`src/rtl/mandel_scheduler.sv`:
```
// mandel_scheduler: frame-level dispatcher for the Mandelbrot engine array.
// Walks the screen in raster order and hands each pixel to a free engine.
// Engines are picked round-robin among those that are ready and idle. The block
// tracks which engines hold a pixel and pulses frame_done_o once every issued
// pixel has completed.
//
// Ports:
//   clk_i, reset_i     rising-edge clock, synchronous active-high reset
//   start_i            one-cycle pulse that begins a frame (honoured only when idle)
//   engine_ready_i     per-engine result queue not full
//   engine_done_i      per-engine one-cycle completion pulse
//   dispatch_valid_o   one-hot load strobe, registered with dispatch_x_o/dispatch_y_o
//   busy_mask_o        engines currently holding a pixel
//   outstanding_o      population count of busy_mask_o
//   frame_busy_o       high from dispatch entry until frame completion
//   frame_done_o       one-cycle pulse when the last pixel of the frame has completed
//   spurious_done_o    sticky: done seen for an engine that was not busy
//
// Optional build macro MANDEL_SCHED_PERF_EN adds frame_cycles_o and stall_cycles_o
// (32-bit performance counters).
module mandel_scheduler #(
  parameter int unsigned NUM_ENGINES   = 12,
  parameter int unsigned DATA_WIDTH    = 10,
  parameter int unsigned SCREEN_WIDTH  = 640,
  parameter int unsigned SCREEN_HEIGHT = 480,
  localparam int unsigned OutW = $clog2(NUM_ENGINES + 1),
  localparam int unsigned PtrW = (NUM_ENGINES > 1) ? $clog2(NUM_ENGINES) : 1
) (
  input  logic                   clk_i,
  input  logic                   reset_i,
  input  logic                   start_i,
  input  logic [NUM_ENGINES-1:0] engine_ready_i,
  input  logic [NUM_ENGINES-1:0] engine_done_i,
  output logic [NUM_ENGINES-1:0] dispatch_valid_o,
  output logic [DATA_WIDTH-1:0]  dispatch_x_o,
  output logic [DATA_WIDTH-1:0]  dispatch_y_o,
  output logic [NUM_ENGINES-1:0] busy_mask_o,
  output logic [OutW-1:0]        outstanding_o,
  output logic                   frame_busy_o,
  output logic                   frame_done_o,
  output logic                   spurious_done_o
`ifdef MANDEL_SCHED_PERF_EN
  ,
  output logic [31:0]            frame_cycles_o,
  output logic [31:0]            stall_cycles_o
`endif
);

  typedef enum logic [1:0] {StIdle, StDispatch, StDrain, StDone} state_e;

  state_e                 state_q, state_d;
  logic [DATA_WIDTH-1:0]  x_q, x_d, y_q, y_d;
  logic [PtrW-1:0]        rr_ptr_q, rr_ptr_d;
  logic [NUM_ENGINES-1:0] busy_q, busy_d;
  logic [OutW-1:0]        outstanding_q, outstanding_d;
  logic [NUM_ENGINES-1:0] dispatch_valid_q, dispatch_valid_d;
  logic [DATA_WIDTH-1:0]  dispatch_x_q, dispatch_x_d, dispatch_y_q, dispatch_y_d;
  logic                   frame_busy_q, frame_busy_d;
  logic                   frame_done_q, frame_done_d;
  logic                   spurious_q, spurious_d;

  logic [NUM_ENGINES-1:0] eligible;
  logic [NUM_ENGINES-1:0] grant_oh;
  logic [PtrW-1:0]        grant_idx;
  logic                   grant_found;
  logic                   grant_en;
  int unsigned            cand_idx;

  // Eligibility uses the registered mask, so a grant can never target an engine
  // whose done pulse is being consumed on the same edge.
  assign eligible = engine_ready_i & ~busy_q;

  // First eligible engine at or after rr_ptr_q, wrapping.
  always_comb begin
    grant_found = 1'b0;
    grant_idx   = '0;
    cand_idx    = 0;
    for (int unsigned k = 0; k < NUM_ENGINES; k++) begin
      cand_idx = (32'(rr_ptr_q) + k) % NUM_ENGINES;
      if (!grant_found && eligible[PtrW'(cand_idx)]) begin
        grant_found = 1'b1;
        grant_idx   = PtrW'(cand_idx);
      end
    end
  end

  assign grant_en = (state_q == StDispatch) && grant_found;

  always_comb begin
    grant_oh = '0;
    if (grant_en) grant_oh[grant_idx] = 1'b1;
  end

  // Done clears first, then a grant sets: the grant wins on a collision.
  always_comb begin
    busy_d        = (busy_q & ~engine_done_i) | grant_oh;
    outstanding_d = '0;
    for (int unsigned i = 0; i < NUM_ENGINES; i++) begin
      outstanding_d = outstanding_d + OutW'(busy_d[i]);
    end
  end

  always_comb begin
    state_d          = state_q;
    x_d              = x_q;
    y_d              = y_q;
    rr_ptr_d         = rr_ptr_q;
    dispatch_valid_d = '0;
    dispatch_x_d     = dispatch_x_q;
    dispatch_y_d     = dispatch_y_q;
    frame_busy_d     = frame_busy_q;
    frame_done_d     = 1'b0;
    spurious_d       = spurious_q | (|(engine_done_i & ~busy_q));

    unique case (state_q)
      StIdle: begin
        if (start_i) begin
          state_d      = StDispatch;
          frame_busy_d = 1'b1;
          x_d          = '0;
          y_d          = '0;
          spurious_d   = 1'b0;
        end
      end
      StDispatch: begin
        if (grant_found) begin
          dispatch_valid_d = grant_oh;
          dispatch_x_d     = x_q;
          dispatch_y_d     = y_q;
          rr_ptr_d         = (grant_idx == PtrW'(NUM_ENGINES - 1)) ? '0 : grant_idx + PtrW'(1);
          if (x_q == DATA_WIDTH'(SCREEN_WIDTH - 1)) begin
            x_d = '0;
            if (y_q == DATA_WIDTH'(SCREEN_HEIGHT - 1)) begin
              state_d = StDrain;
            end else begin
              y_d = y_q + DATA_WIDTH'(1);
            end
          end else begin
            x_d = x_q + DATA_WIDTH'(1);
          end
        end
      end
      StDrain: begin
        if (busy_d == '0) begin
          state_d      = StDone;
          frame_done_d = 1'b1;
          frame_busy_d = 1'b0;
        end
      end
      StDone: begin
        state_d = StIdle;
      end
      default: state_d = StIdle;
    endcase
  end

  always_ff @(posedge clk_i) begin
    if (reset_i) begin
      state_q          <= StIdle;
      x_q              <= '0;
      y_q              <= '0;
      rr_ptr_q         <= '0;
      busy_q           <= '0;
      outstanding_q    <= '0;
      dispatch_valid_q <= '0;
      dispatch_x_q     <= '0;
      dispatch_y_q     <= '0;
      frame_busy_q     <= 1'b0;
      frame_done_q     <= 1'b0;
      spurious_q       <= 1'b0;
    end else begin
      state_q          <= state_d;
      x_q              <= x_d;
      y_q              <= y_d;
      rr_ptr_q         <= rr_ptr_d;
      busy_q           <= busy_d;
      outstanding_q    <= outstanding_d;
      dispatch_valid_q <= dispatch_valid_d;
      dispatch_x_q     <= dispatch_x_d;
      dispatch_y_q     <= dispatch_y_d;
      frame_busy_q     <= frame_busy_d;
      frame_done_q     <= frame_done_d;
      spurious_q       <= spurious_d;
    end
  end

  assign dispatch_valid_o = dispatch_valid_q;
  assign dispatch_x_o     = dispatch_x_q;
  assign dispatch_y_o     = dispatch_y_q;
  assign busy_mask_o      = busy_q;
  assign outstanding_o    = outstanding_q;
  assign frame_busy_o     = frame_busy_q;
  assign frame_done_o     = frame_done_q;
  assign spurious_done_o  = spurious_q;

`ifdef MANDEL_SCHED_PERF_EN
  logic [31:0] frame_cycles_q, stall_cycles_q;

  // Counts every non-idle cycle (dispatch, drain and the done cycle), then holds.
  always_ff @(posedge clk_i) begin
    if (reset_i) begin
      frame_cycles_q <= '0;
      stall_cycles_q <= '0;
    end else if (state_q == StIdle) begin
      if (start_i) begin
        frame_cycles_q <= '0;
        stall_cycles_q <= '0;
      end
    end else begin
      frame_cycles_q <= frame_cycles_q + 32'd1;
      if (state_q == StDispatch && !grant_found) begin
        stall_cycles_q <= stall_cycles_q + 32'd1;
      end
    end
  end

  assign frame_cycles_o = frame_cycles_q;
  assign stall_cycles_o = stall_cycles_q;
`endif

endmodule

```
`config.mk`:
```
export PLATFORM = sky130hd
export DESIGN_NAME = mandel_scheduler
export DESIGN_NICKNAME = d
export VERILOG_FILES = /design/src/rtl/mandel_scheduler.sv
export SDC_FILE = /design/constraint.sdc
export NUM_CORES = 1
export LEC_CHECK = 0
export CAP_MARGIN = 20
export CORE_ASPECT_RATIO = 1.75
export CORE_MARGIN = 4
export CORE_UTILIZATION = 45
export CTS_BUF_LIST = sky130_fd_sc_hd__clkbuf_16
export CTS_CLUSTER_DIAMETER = 60
export DETAILED_ROUTE_END_ITERATION = 8
export PLACE_DENSITY_LB_ADDON = 0.2
export SYNTH_ARGS = -nofsm -noshare
export SYNTH_HDL_FRONTEND = slang
export SYNTH_SLANG_ARGS = --single-unit
export TNS_END_PERCENT = 30
```
`constraint.sdc`:
```
create_clock -name clk_i -period 7.9 [get_ports clk_i]
set_input_delay 0.79 -clock clk_i [delete_from_list [all_inputs] [get_ports clk_i]]
set_output_delay 0.79 -clock clk_i [all_outputs]
set_load 0.05 [all_outputs]
```
## Yosys cells after proc, flatten, opt, wreduce, memory -nomap -nowiden

Cells that the tools add are included.

| storage, ports and cells | value |
|---|---|
| register bits | 77 |
| input bits | 27 |
| output and inout port bits | 51 |

| cells by class | value |
|---|---|
| divide/modulo/power cells | 12 |
| reductions and logical operators | 36 |
| mux-type cells | 72 |
| bitwise logic cells | 10 |
| add/sub/neg operators | 25 |
| magnitude comparators | 14 |
| equality and inequality tests | 12 |

Operators by type and width:

| operator | count |
|---|---|
| remainder unit 32 x 4 -> 32 bit (second input constant) | 11 |
| less-than comparator 4 x 5 -> 1 bit (second input constant) | 13 |
| two-way mux 10 bit | 6 |
| two-way mux 4 bit | 13 |
| binary-select mux 1 bit (select 4 bit) | 12 |
| case mux 10 bit (2 select lines) | 2 |
| AND 12 bit | 3 |
| adder 4 x 1 -> 4 bit | 8 |
| remainder unit 4 x 4 -> 32 bit (second input constant) | 1 |
| two-way mux 1 bit | 30 |
| inverter 12 bit | 2 |
| adder 10 x 1 -> 10 bit (second input constant) | 2 |
| adder 4 x 3 -> 5 bit (second input constant) | 4 |
| adder 4 x 4 -> 5 bit (second input constant) | 4 |
| logical AND 1 bit | 13 |
| zero test 12 bit | 1 |
| two-way mux 12 bit | 1 |
| OR 12 bit | 1 |
| OR reduction 12 bit | 1 |
| zero test 1 bit | 11 |
| adder 4 x 2 -> 5 bit (second input constant) | 2 |
| == test 10 bit (second input constant) | 1 |
| == test 10 x 9 -> 1 bit (second input constant) | 1 |
| two-way mux 2 bit | 5 |
| 23 further kinds | 33 |

## Longest topological paths before layout

Gate-level depths: netlist (run 1).

| logic depth | value |
|---|---|
| word-level depth | 55 |
| mapped depth | 33 |

## Worst setup path before layout (run 1)

No wires, ideal clock.

| timing | value |
|---|---|
| path type | reg-to-reg |
| from | reg rr_ptr_q[1] |
| to | reg outstanding_q[2], in the netlist outstanding_o[2] |
| setup slack | 0.234 ns |
| setup time | 0.128 ns |
| clock period less this slack | 7.666 ns |
| cell stages (with the launch flop) | 33 |
| arrival | 7.539 ns |
| path through | dfxtp_1 > buf_2 > inv_2 > ha_1 > a21oi_4 > xnor2_1 > ha_1 > nand2b_1 > or2_2 > and2_1 > mux4_2 > nor3b_2 > and2b_2 > and2_1 > o21ai_0 > nand3_1 > o2bb2ai_1 > inv_1 > ha_1 > clkbuf_1 > a31oi_1 > fa_1 > fa_1 > inv_1 > fa_1 > inv_1 > fa_1 > inv_1 > ha_1 > inv_1 > fa_1 > xor2_1 > nor2_1 |

| between the ends | value |
|---|---|
| cells in the longest elaborated chain, start to end | 54 |
| elaborated cells between the ends (all ways) | 112 |

RTL lines:

| element | RTL line | text |
|---|---|---|
| start, declared | 53 | `logic [PtrW-1:0] rr_ptr_q, rr_ptr_d;` |
| start signal, assigned | 175 | `rr_ptr_q <= rr_ptr_d;` |
| parallel branches: the longest is 41 deep, another holds remainder unit 32 x 4 -> 32 bit | -- |  |
| two-way mux 12 bit (*) | 91 | `if (grant_en) grant_oh[grant_idx] = 1'b1;` |
| OR 12 bit (*) | 96 | `busy_d = (busy_q & ~engine_done_i) \| grant_oh;` |
| adder 1 x 1 -> 2 bit | 99 | `outstanding_d = outstanding_d + OutW'(busy_d[i]);` |
| adder 2 x 1 -> 3 bit | 99 |  |
| adder 3 x 1 -> 4 bit | 99 |  |
| adder 4 x 1 -> 4 bit (7 in a row) | 99 |  |
| adder 4 x 1 -> 4 bit (*) | 99 |  |
| end signal, assigned | 177 | `outstanding_q <= outstanding_d;` |
| end, declared | 55 | `logic [OutW-1:0] outstanding_q, outstanding_d;` |

Every way passes the cells marked *. The select of a mux whose other input is x is not followed.
A chain may end at the register's enable or synchronous reset.

## Worst setup path in the final report (run 1)

| timing | value |
|---|---|
| from | reg rr_ptr_q[2] |
| to | reg outstanding_q[2], in the netlist outstanding_o[2] |

Same word-level chain as after synthesis.

==> results of run 1 <==
==> worst register-to-register path: cells and delay by family (launching register included) <==
family                   cells  cell delay (ns)
adder cells (fa/ha/maj)      8             3.11
AO/OA/AOI/OAI                7             1.94
XOR/XNOR                     1             0.17
buffers and inverters        6             0.52
flip-flops                   1             0.35
AND/OR/NAND/NOR              5             0.95
multiplexers                 1             0.35
==> timing repair <==
item                       4_1_cts  5_1_grt
resized for setup                0       20
buffers inserted                 0        2
setup endpoints to repair        0        4
==> flip-flops by register name, indices dropped and copies added (netlist names) <==
register,flops
busy_mask_o,12
dispatch_valid_o,12
dispatch_x_o,10
dispatch_y_o,10
frame_busy_o,1
frame_done_o,1
outstanding_o,4
rr_ptr_q,4
spurious_done_o,1
state_q,2
x_q,10
y_q,10
==> layer usage <==
layer	wire (µm)	vias to the layer above
met5	0	-
met4	1290	0
met3	558	71
met2	11800	154
met1	6770	3040
li1	-	3104
==> cell type report <==
type	count	area (µm²)
Timing Repair Buffer	120	1110
Sequential cell	77	1540
Tap cell	180	225
Inverter	51	191
Clock buffer	9	225
Multi-Input combinational cell	646	4780
Clock inverter	7	121
Fill cell	1363	6170
==> logic make-up after synthesis <==
logic type	count (synthesis)	share of synthesized area
and+or+nand+nor	328	0.264
AOI/OAI and AO/OA	205	0.217
buffers and inverters	82	0.0540
DFF	77	0.234
adders and majority gates	50	0.103
muxes	39	0.0881
xor gates and xnor gates	24	0.0388
==> layout by cell type, fill, tap and decap left out, types with 11 or more instances in the layout <==
cell type,netlist,final
a21o_1,13,13
a21oi_1,57,56
a31oi_1,15,12
buf_4,7,41
clkdlybuf4s50_1,0,76
dfxtp_1,77,76
ha_1,43,41
inv_1,44,44
mux2i_1,17,17
mux4_2,11,11
nand2_1,85,85
nand2b_1,21,21
nand3_1,17,17
nor2_1,66,65
nor2b_1,32,31
nor3_1,25,24
o21ai_0,26,25
xnor2_1,11,11
==> path summary, 6_finish.rpt <==
kind / slack, ns / start / endpoint / cells past startpoint
worst min register to register: 0.46 / dispatch_y_o[2]$_SDFFE_PP0P_ / dispatch_y_o[2]$_SDFFE_PP0P_ / 2
worst max register to register: 0.41 / rr_ptr_q[2]$_SDFFE_PP0P_ / outstanding_o[2]$_SDFF_PP0_ / 28
worst max-delay path: 0.41 / rr_ptr_q[2]$_SDFFE_PP0P_ / outstanding_o[2]$_SDFF_PP0_ / 28
worst min-delay path: 0.46 / dispatch_y_o[2]$_SDFFE_PP0P_ / dispatch_y_o[2]$_SDFFE_PP0P_ / 2
==> through the flow <==
| step | cell area [µm²] | setup slack, ns |
|---|---|---|
| CTS | 8070 | 0.0777 |
| finish | 8200 | 0.407 |
| global placement | 7730 | 0.108 |
| global route | 8200 | 0.0119 |
| floorplan | 6580 | 0.234 |
| detailed placement | 7730 | 0.120 |
==> run metrics, run 1 <==
Initial DRT Pass Iterations=5; synthesized area per cell=8.17 µm²; initial core utilization=0.458; die area=0.0167 mm²; Critical path buffers and inverters=6; max-slew violation count=0; Bufs on Longest Clock Path=2; Fin Setup TNS=0 ns; final setup fails=0; Post-Route WL=20400 µm; clock slew at reported path FFs=0.06 ns; Nets=982; Fin Clk Skew=roughly 0.0067 ns; Peak Freq=between 0.1 and 0.15 GHz; crit end category=flop; GRT met2 Usage=0.493; post-synth top area share=0.234; syn_nets=around 900; arrival time worst endpoint=slightly below 8 ns; largest net degree at the start of global routing=59; crit path kind=flop to flop; I/O Buffers=slightly below 80; CTS sink count=just under 80; worst hold-check path type=flop to flop; DR iter-0 viols=195; number of remaining DRC errors=0; number of flops mapped to enable cells by yosys=0; unrepaired setup endpoints after global routing=false; Netlist cell types=90; first-pass GRT wire length=33300 µm; Commonest cells post-synth=nand2_1, dfxtp_1, nor2_1; actual slew at the worst max-slew pin=between 1 and 1.5 ns; largest area contributor in the netlist=dfxtp_1; fin crit period=approximately 7.5 ns; Avg WL per Cell=around 19 µm; post-synthesis cell area=0.00658 mm²; share of layout cells above drive strength 1=0.155; # hold bufs at CTS=0; Seq cells post-synth=just under 80; GR Util met1=0.238; All-Layer GR Usage=0.249; Most used DFF post-synth=dfxtp_1; Die Y=~170 µm; YS warnings=0; CTS root buf=clkbuf_16; count leader, synth=nand2_1; Slowest-stage cell, CP=fa_1; Skew-Pair Late Insertion Delay=between 0.3 and 0.4 ns; total grt overflow=0; status=finished clean; final hold violation count=0; crit start category=flop; crit share post-route=0.948; Die Wd=between 90 and 100 µm; vias in the first global route=between 6000 and 7000; post-route ant nets=0; CP required=slightly above 8 ns; H-Tree Depth=3; TritonCTS clock tree=built; fin cells=roughly 1100; WHS=between 0.4 and 0.5 ns; area delta synth->final=24.8%; CP peak stage delay=between 0.5 and 0.6 ns; CORE AREA=roughly 0.014 mm²; row count=58; via count=around 6400; cells after synthesis=roughly 810; placed cell count=between 1000 and 1500; Seq/Total Area, Yosys=0.234; Max transition margin=0.263; Max-Cap Viols=0; # diodes=0; initial antenna violation count=0; CTS buffer count=9; CP Max Fanout=8; Placer Congestion=a little over 1; Layout Utilization=0.571; asr flop ratio synth=0; Crit path max-delay family=adder cells; M3 GR Usage=0.0307; I/O pin cnt=slightly below 80; via/cell ratio=between 5 and 6; top cells by area, synth=dfxtp_1, ha_1, nand2_1; hpwl dp=around 17000 µm; gr busiest metal=met2
Power of run 1 is not shown: default switching activity piles up to over one toggle a cycle in this logic, so the estimate is an artifact.
==> inputs of run 2 (changes only) <==
Settings changed: CORE_ASPECT_RATIO 1.75 to 1.5.
==> run 2 against run 1 <==
  * Register-to-register slack lost 0.11 ns
  * Flip-flop and latch count is the same
  * Critical path type unchanged
  * Via count grew 0.31%
  * Sequential share of layout area shrank 0.062 points
  * Non-clock buffer count grew 6
  * Worst hold slack lost 0.0039 ns
  * Design area grew 0.41%
  * Largest cell class unchanged
  * Core utilization grew 0.95 points
  * Global-route usage is essentially flat
  * Worst setup slack lost 0.11 ns
==> run metrics, run 2 (synthesis results as in run 1) <==
largest net degree at the start of global routing=about 60; fin crit period=7.60 ns; Placer Congestion=0.913; crit end category=flop; crit share post-route=0.962; fillcell total=roughly 1400; final hold violation count=0; crit start category=flop; H-Tree Depth=3; share of layout cells above drive strength 1=0.162; I/O pin cnt=78; final setup fails=0; number of remaining DRC errors=0; Nets=just under 1000; Max-Cap Viols=0; max-slew violation count=0; CTS sink count=between 70 and 80; arrival time worst endpoint=roughly 7.8 ns; DR iter-0 viols=283; via/cell ratio=~5.8; total grt overflow=0; CTS root buf=clkbuf_16; initial antenna violation count=0; All-Layer GR Usage=0.249; Layout Utilization=0.580; Fin Clk Skew=between 0.006 and 0.007 ns; most common cell after layout, fill and taps aside=nand2_1; fin area=approximately 0.0082 mm²; most used cell, CP=inv_1; Skew-Pair Late Insertion Delay=around 0.34 ns; Slowest-stage cell, CP=fa_1; CORE AREA=between 0.01 and 0.015 mm²; CP Max Fanout=5; crit path kind=flop to flop; status=finished clean; Max transition margin=0.482; Avg WL per Cell=around 19 µm; Placement Setup Slack=between 0.1 and 0.15 ns; vias in the first global route=6452; initial core utilization=0.463; dpl cell area=around 0.0078 mm²; post-route ant nets=0; die area=0.0166 mm²; actual slew at the worst max-slew pin=between 0.7 and 0.8 ns; Peak Freq=~0.13 GHz; via count=approximately 6400; worst hold-check path type=flop to flop; Post-Route WL=about 21000 µm; Bufs on Longest Clock Path=2; area delta synth->final=25.3%; setup ws final=0.301 ns; Die Wd=between 100 and 150 µm; CP peak stage delay=0.55 ns; first-pass GRT wire length=approximately 33000 µm; I/O Buffers=between 70 and 80; R2R Setup Slk=around 0.3 ns; most frequent cells in the layout=nand2_1, clkdlybuf4s50_1, dfxtp_1; row count=53; Fin Setup TNS=0 ns; CTS buffer count=9; CP required=between 8 and 9 ns; Die Y=around 160 µm; Initial DRT Pass Iterations=5; hpwl dp=approximately 17000 µm; # diodes=0; TritonCTS clock tree=built; clock slew at reported path FFs=0.06 ns
==> run 2: layer usage <==
layer | share of wire | vias to the layer above | routed length (µm) | GRT usage
li1 | - | 3122 | - | -
met1 | 0.39 | 3052 | 7980 | 0.269
met2 | 0.53 | 165 | 11100 | 0.471
met3 | 0.035 | 50 | 721 | 0.0340
met4 | 0.046 | 0 | 960 | 0.122
met5 | 0 | - | 0 | 0
==> run 2: area by class of cell <==
type / instances / area, µm² / area share
Timing Repair Buffer: 126 / 1150 / 0.140
Multi-Input combinational cell: 646 / 4770 / 0.580
Sequential cell: 77 / 1540 / 0.187
Clock inverter: 7 / 105 / 0.0128
Clock buffer: 9 / 225 / 0.0273
Inverter: 51 / 195 / 0.0237
Tap cell: 192 / 240 / 0.0292
==> run 2: repair_timing <==
item / in CTS / in global routing
resized for setup: 0 / 23
endpoints found under the setup margin: 0 / 3
hold buffers: 0 / 0
hold endpoints to repair: 0 / 0
buffers inserted: 0 / 4
==> run 2: worst paths after layout <==
kind	from	end	cells past startpoint
max	rr_ptr_q[3]$_SDFFE_PP0P_	outstanding_o[2]$_SDFF_PP0_	28
min	dispatch_y_o[0]$_SDFFE_PP0P_	dispatch_y_o[0]$_SDFFE_PP0P_	2
max reg2reg	rr_ptr_q[3]$_SDFFE_PP0P_	outstanding_o[2]$_SDFF_PP0_	28
min reg2reg	dispatch_y_o[0]$_SDFFE_PP0P_	dispatch_y_o[0]$_SDFFE_PP0P_	2
==> run 2: critical path: cells and delay by family, from the launching register on <==
kind                       cells  cell delay, ns
DFF                            1            0.50
xor gates and xnor gates       1            0.16
muxes                          1            0.33
and+or+nand+nor                5            1.00
AOI/OAI and AO/OA              7            1.91
buffers and inverters          6            0.45
adders and majority gates      8            3.11
==> run 2: per-stage QoR <==
stage,hold WS [ns],instances
after floorplan,0.449,805
after global placement,0.444,1087
after detailed placement,0.446,1087
after CTS,0.455,1103
after global routing,0.474,1108
final,0.453,1108
Power of run 2 is left out for the same reason.
==> inputs of run 3 (changes only) <==
Settings changed: SLEW_MARGIN set to 5.
==> results of run 3 <==
Same layout as run 2: the final DEF is identical, and so are final timing and power.
Power of run 3 is left out for the same reason.
